`config.mk`:
```
export PLATFORM = sky130hd
export DESIGN_NAME = ssd1306_spi_tx
export DESIGN_NICKNAME = d
export VERILOG_FILES = /design/src/rtl/ssd1306_spi_tx.sv
export SDC_FILE = /design/constraint.sdc
export NUM_CORES = 1
export LEC_CHECK = 0
export CORE_MARGIN = 2
export CORE_UTILIZATION = 54
export DETAILED_ROUTE_END_ITERATION = 6
export PLACE_DENSITY = 0.89
export REMOVE_ABC_BUFFERS = 1
export SLEW_MARGIN = 40
export SYNTH_ARGS = -nofsm -noshare
export SYNTH_HDL_FRONTEND = slang
export SYNTH_SLANG_ARGS = --single-unit
```
`constraint.sdc`:
```
create_clock -name clk_in -period 2.52 [get_ports clk_in]
set_input_delay 0.504 -clock clk_in [delete_from_list [all_inputs] [get_ports clk_in]]
set_output_delay 0.504 -clock clk_in [all_outputs]
set_load 0.02 [all_outputs]
```
`src/rtl/ssd1306_spi_tx.sv`:
```
// SPI mode-3 byte transmitter for the SSD1306 OLED: one byte per trigger/ready
// handshake, MSB first, with CSn held low across a frame until the last byte.
module ssd1306_spi_tx #(
  parameter int CLK_DIV = 4
) (
  input  logic       clk_in,
  input  logic       reset_in,
  input  logic       spi_tx_trigger_in,
  input  logic [7:0] spi_data_in,
  input  logic       spi_last_byte_in,
  output logic       spi_ready_out,
  output logic       oled_sclk_out,
  output logic       oled_sdin_out,
  output logic       oled_csn_out
);

  localparam int PW = $clog2(CLK_DIV + 1);
  localparam logic [PW-1:0] PHASE_LOAD = PW'(CLK_DIV - 1);

  typedef enum logic [2:0] {
    S_IDLE,
    S_CS_SETUP,
    S_LOW,
    S_HIGH,
    S_CS_HOLD,
    S_CS_GAP
  } state_t;

  state_t        state_q, state_d;
  logic [7:0]    shift_q, shift_d;
  logic [2:0]    bit_cnt_q, bit_cnt_d;
  logic          last_q, last_d;
  logic [PW-1:0] phase_q, phase_d;
  logic          ready_q, ready_d;
  logic          sclk_q, sclk_d;
  logic          sdin_q, sdin_d;
  logic          csn_q, csn_d;

  always_comb begin
    state_d   = state_q;
    shift_d   = shift_q;
    bit_cnt_d = bit_cnt_q;
    last_d    = last_q;
    phase_d   = phase_q;
    ready_d   = ready_q;
    sclk_d    = sclk_q;
    sdin_d    = sdin_q;
    csn_d     = csn_q;

    if (state_q == S_IDLE) begin
      if (spi_tx_trigger_in) begin
        shift_d   = spi_data_in;
        last_d    = spi_last_byte_in;
        bit_cnt_d = 3'd0;
        ready_d   = 1'b0;
        phase_d   = PHASE_LOAD;
        // Mid-frame bytes skip setup: the first data bit goes out right away.
        if (csn_q) begin
          csn_d   = 1'b0;
          state_d = S_CS_SETUP;
        end else begin
          sclk_d  = 1'b0;
          sdin_d  = spi_data_in[7];
          state_d = S_LOW;
        end
      end
    end else if (phase_q != '0) begin
      phase_d = phase_q - 1'b1;
    end else begin
      phase_d = PHASE_LOAD;
      case (state_q)
        S_CS_SETUP: begin
          sclk_d  = 1'b0;
          sdin_d  = shift_q[7];
          state_d = S_LOW;
        end
        S_LOW: begin
          sclk_d  = 1'b1;
          state_d = S_HIGH;
        end
        S_HIGH: begin
          if (bit_cnt_q != 3'd7) begin
            shift_d   = {shift_q[6:0], 1'b0};
            bit_cnt_d = bit_cnt_q + 3'd1;
            sdin_d    = shift_q[6];
            sclk_d    = 1'b0;
            state_d   = S_LOW;
          end else if (last_q) begin
            state_d = S_CS_HOLD;
          end else begin
            phase_d = '0;
            ready_d = 1'b1;
            state_d = S_IDLE;
          end
        end
        S_CS_HOLD: begin
          csn_d   = 1'b1;
          state_d = S_CS_GAP;
        end
        S_CS_GAP: begin
          phase_d = '0;
          ready_d = 1'b1;
          state_d = S_IDLE;
        end
        default: begin
          phase_d = '0;
          ready_d = 1'b1;
          sclk_d  = 1'b1;
          csn_d   = 1'b1;
          state_d = S_IDLE;
        end
      endcase
    end
  end

  always_ff @(posedge clk_in or posedge reset_in) begin
    if (reset_in) begin
      state_q   <= S_IDLE;
      shift_q   <= '0;
      bit_cnt_q <= '0;
      last_q    <= 1'b0;
      phase_q   <= '0;
      ready_q   <= 1'b1;
      sclk_q    <= 1'b1;
      sdin_q    <= 1'b0;
      csn_q     <= 1'b1;
    end else begin
      state_q   <= state_d;
      shift_q   <= shift_d;
      bit_cnt_q <= bit_cnt_d;
      last_q    <= last_d;
      phase_q   <= phase_d;
      ready_q   <= ready_d;
      sclk_q    <= sclk_d;
      sdin_q    <= sdin_d;
      csn_q     <= csn_d;
    end
  end

  assign spi_ready_out = ready_q;
  assign oled_sclk_out = sclk_q;
  assign oled_sdin_out = sdin_q;
  assign oled_csn_out  = csn_q;

endmodule

```
# --- Word level (Yosys, flattened, before mapping) ---
# Cells that the tools add are included.
totals:
  regBits: 22
  in_bits: 12
  out_inout_bits: 4
  word_cells: 85
classes:
  n_addsub: 2
  eq_ne: 15
  mux: 44
  reduce_logical: 15
ops:
  columns: ["operator", "count"]
  rows:
  - ["$mux 8", 5]
  - ["$mux 3", 13]
  - ["$mux 1", 18]
  - ["$reduce_and 5->1", 3]
  - ["$ne 3x3->1 const B", 4]
  - ["$pmux 3 s4", 1]
  - ["$eq 3x2->1 const B", 2]
  - ["$eq 3x3->1 const B", 2]
  - ["$mux 2", 3]
  - ["$ne 2x1->1 const B", 3]
  - ["$ne 2x2->1 const B", 3]
  - ["$reduce_bool 3->1", 2]
  - ["$pmux 1 s2", 2]
  - ["$pmux 2 s2", 1]
  - ["$reduce_and 2->1", 2]
  - ["$reduce_and 4->1", 1]
  - ["$reduce_bool 2->1", 2]
  - ["$reduce_or 4->1", 1]
  - ["$add 3x1->3 const B", 1]
  - ["$eq 3x1->1 const B", 1]
  - ["$logic_not 3->1", 1]
  - ["$pmux 1 s3", 1]
  - ["$reduce_and 3->1", 1]
  - ["$reduce_or 3->1", 1]
  - ["2 further kinds", 2]

# --- Logic depth before layout (Yosys ltp) ---
depth:
  word_depth: 5
  ltp_mapped: 7
  ltp_nobuf: 6

# --- Worst setup path before layout ---
# OpenSTA, ideal clock, no wires.
synth_timing:
  path_type: "register -> register"
  from: "reg phase_q[0]"
  to: "reg bit_cnt_q[0]"
  setup_ns: 0.125
  t_arrival_ns: 1.760
  t_required_ns: 2.395
  path_slack_ns: 0.635
  path_stages_with_launch: 8
  n_path_buf: 1
  synth_period_minus_slack_ns: 1.885
  path_cell_list: "dfrtp_1 -> inv_1 -> ha_1 -> and2b_1 -> nand2_1 -> a211oi_2 -> buf_4 -> mux2_2"
synth_via:
  elab_chain_len: 3
synth_rtl:
  columns: ["item", "line", "source"]
  rows:
  - ["start: declaration", "33", "logic [PW-1:0] phase_q, phase_d;"]
  - ["start signal: assignment", "132", "phase_q <= phase_d;"]
  - ["$reduce_bool 3->1", "67", "end else if (phase_q != '0) begin"]
  - ["$ne 2x2->1 (no line)", null, null]
  - ["$reduce_and 4->1 (no line)", null, null]
  - ["end signal: assignment", "130", "bit_cnt_q <= bit_cnt_d;"]
  - ["end: declaration", "31", "logic [2:0] bit_cnt_q, bit_cnt_d;"]
# Every way passes these cells.
# A chain may end at the register's enable or synchronous reset.

# --- Worst setup path after layout ---
layout_timing:
  from: "reg csn_q, in the netlist oled_csn_out"
  to: "out oled_csn_out"
layout_rtl:
  columns: ["item", "line", "source"]
  rows:
  - ["start: declaration", "37", "logic csn_q, csn_d;"]
  - ["start signal: assignment", "136", "csn_q <= csn_d;"]
  - ["end: declaration", "14", "output logic oled_csn_out"]
# No word-level cell between the ends.

==> impl_metrics.yaml <==
worst_setup_path:
  worstSetupPathType: "reg2out"
  crit_required_ns: 2.02
  cp_slowest_cell: "clkdlybuf4s50_1"
  worstPathMaxFanout: 6
  cp.buffers_inverters: 1
  crit_family: "buffers and inverters"
  cp_slowest_stage_delay_ns: 0.61
  path_cells: "clkdlybuf4s50_1"
  critical_path_arrival_ns: 1.51
  start_kind: "register"
  cp-end-kind: "output pin"
detailed_routing:
  drc: 0
  drt_iter0_drc: 6
  ant_nets: 0
  viasPerCell: 5.76
  drt-total-wl_um: 2340
  dr.pass1.iters: 4
  wl_per_cell_um: 13.5
  vias: 1002
clocking:
  cts.repair.resized: 0
  clockRootBuffer: "clkbuf_4"
  h-tree-depth: 1
  clk_path_buf_depth: 2
  numClockSinks: 22
  cts_tree: "built"
  post_cts_buffers: 0
  cts_buffers: 3
  hold_buffers: 0
  cts.clk_slew.worst_paths_ns: 0.12
  clk_latency_ns: 0.31
die:
  core_mm2: 0.00221
  die-area_mm2: 0.00273
  io_pins: 16
  num_rows: 17
  die-height_um: 52.2
  start_util_pct: 56.8
  die_x_um: 52.2
grt:
  grt_max_degree: 23
  grt_pass1_wl_um: 4000
  grt_pass1_vias: 933
  antenna_found_initial: 0
  grt_use_total_pct: 19.5
  overflow: 0
layout:
  multiInputGateArea_um2: 632
  fin_cells: 174
  layout-drive-gt1-share_pct: 17.1
  fin_area_mm2: 0.00146
  nFillCells: 196
  area_growth_pct: 16.5
  final_nets: 163
  n_antenna_cell: 0
  register_area_um2: 554
yosys:
  synth.ff_latch_count: 22
  yosysWarnings: 0
  synth_ff_type: "dfrtp_1"
  synth_area_mm2: 0.00126
  yosys.area.top_type: "dfrtp_1"
  ys_async_sr_fraction_pct: 100
  netlist_instances: 131
  synthDominantCellAreaShare_pct: 37.8
  synthTopCellsByArea: "dfrtp_1 38%, mux2_2 8.1%, nand2_1 8.1%"
  synth_edf_count: 0
  seq_area_frac_synth_pct: 44.1
  syn_area_per_cell_um2: 9.59
  synth.distinct_cells: 39
sta:
  max_freq_ghz: 0.496
  relSlewSlack_pct: 53.4
  hold_viol: 0
  worst_slew_pin_slew_ns: 0.693
  period_needed_ns: 2.02
  fin_setup_tns_ns: 0
  rsz0062_at_grt: "false"
  skew_ns: 0.00423
  worst_hold_slack_ns: 0.506
  setup_viol: 0
  post-route-period-util_pct: 80.0
  slew_violations: 0
placed_design:
  placed_area_mm2: 0.00143
  gp_congestion: 0.763
  dp.cells: 170
  port_buffers: 15
  hpwl_um: 1700
pwr:
  power.static_leakage_nw: 0.653
  pwr_density_cell_mw_per_mm2: 1090
  ir_drop_uv: 626
run_status:
  status: "completed"
flow_run:
  cap_viol_max_count: 0
min_path:
  min_path_type: "in2async"
## synth_stat cells (2+ instances only)
master	number
a211oi_1	2
a21o_1	2
a21oi_1	4
a31oi_1	2
buf_2	2
clkbuf_1	4
dfrtp_1	19
dfstp_2	3
ha_1	4
inv_1	7
mux2_2	9
mux2i_1	3
nand2_1	27
nand2b_1	2
nand4b_1	2
nor2_1	8
nor3_1	4
o21ai_0	4
o22a_1	2
o22ai_1	2
## report_power, final
| part | internal (W) | total [W] | switching [W] | leakage, nW |
|---|---|---|---|---|
| combinational | 0.000387 | 0.000745 | 0.000358 | 0.382 |
| clock | 0.0000883 | 0.000197 | 0.000109 | 0.0210 |
| sequential | 0.000511 | 0.000656 | 0.000145 | 0.250 |
| total | 0.000986 | 0.00160 | 0.000612 | 0.653 |
## final cells by class
type	instances	share of cell area [%]
Sequential cell	22	37.9
Timing Repair Buffer	19	12.3
Tap cell	28	2.39
Clock buffer	4	2.48
Inverter	7	1.79
Multi-Input combinational cell	94	43.2
## logic make-up (layout without fill, tap and decap cells)
| group | count (synthesis) | after routing | share of synthesized area [%] |
|---|---|---|---|
| compound gates | 26 | 26 | 16.0 |
| fa+ha+maj | 4 | 4 | 3.98 |
| buf+inv | 15 | 30 | 5.58 |
| flops | 22 | 22 | 44.1 |
| mux | 12 | 12 | 10.5 |
| simple gates | 52 | 52 | 19.8 |
## per-layer routing
metal	vias up	GRT usage, %	wire length [um]	share of wire [%]
li1	487	-	-	-
met1	482	24.9	1030	44
met2	28	33.8	1170	50
met3	5	2.57	103	4.4
met4	0	7.26	38	1.6
met5	-	0	0	0
## layout by cell type, fill, tap and decap left out, drive strengths merged
cell and instances:
o21bai 1, mux2 9, or4b 1, nand4 1
a21o 2, a21oi 4, clkbuf 4, nor2b 1
a21boi 1, nand3 1, o21ai 4, a31oi 2
nand4b 2, o21a 1, inv 7, or3 1
nand2b 2, buf 4, and3b 1, a211oi 3
a2111oi 1, a32o 1, o22a 2, a311oi 1
nor2 8, nand2 27, and2b 1, o22ai 2
nor3 4, clkdlybuf4s50 15, dfstp 3, dfrtp 19
a41oi 1, nand3b 1, or2 1, mux2i 3
ha 4
## sequential cells by signal, indices dropped and copies added, names as in the netlist
signal / count
oled_csn_out: 1
shift_q: 8
bit_cnt_q: 3
phase_q: 3
state_q: 3
last_q: 1
spi_ready_out: 1
oled_sclk_out: 1
oled_sdin_out: 1
## worst paths after layout
path                              start            to  slack [ns]  depth (start not counted)
setup / recovery           oled_csn_out  oled_csn_out        0.50                          1
hold / removal                 reset_in    phase_q[1]        0.51                          3
setup reg to reg             state_q[1]  bit_cnt_q[0]        0.55                          5
hold reg to reg              phase_q[0]    phase_q[0]        0.51                          1
max in group asynchronous      reset_in  oled_csn_out        1.73                          3
min in group clk_in          phase_q[0]    phase_q[0]        0.51                          1
## per-stage QoR
stage | power (W) | utilization [%] | worst slack (ns)
after global routing | 0.00173 | 66.2 | 0.436
after global placement | 0.00138 | 64.5 | 0.273
after floorplan | 0.00120 | - | 0.421
after CTS | 0.00161 | 66.2 | 0.489
final | 0.00160 | 66.2 | 0.504
after detailed placement | 0.00141 | 64.5 | 0.234
Power figures use the tool's default switching activity.
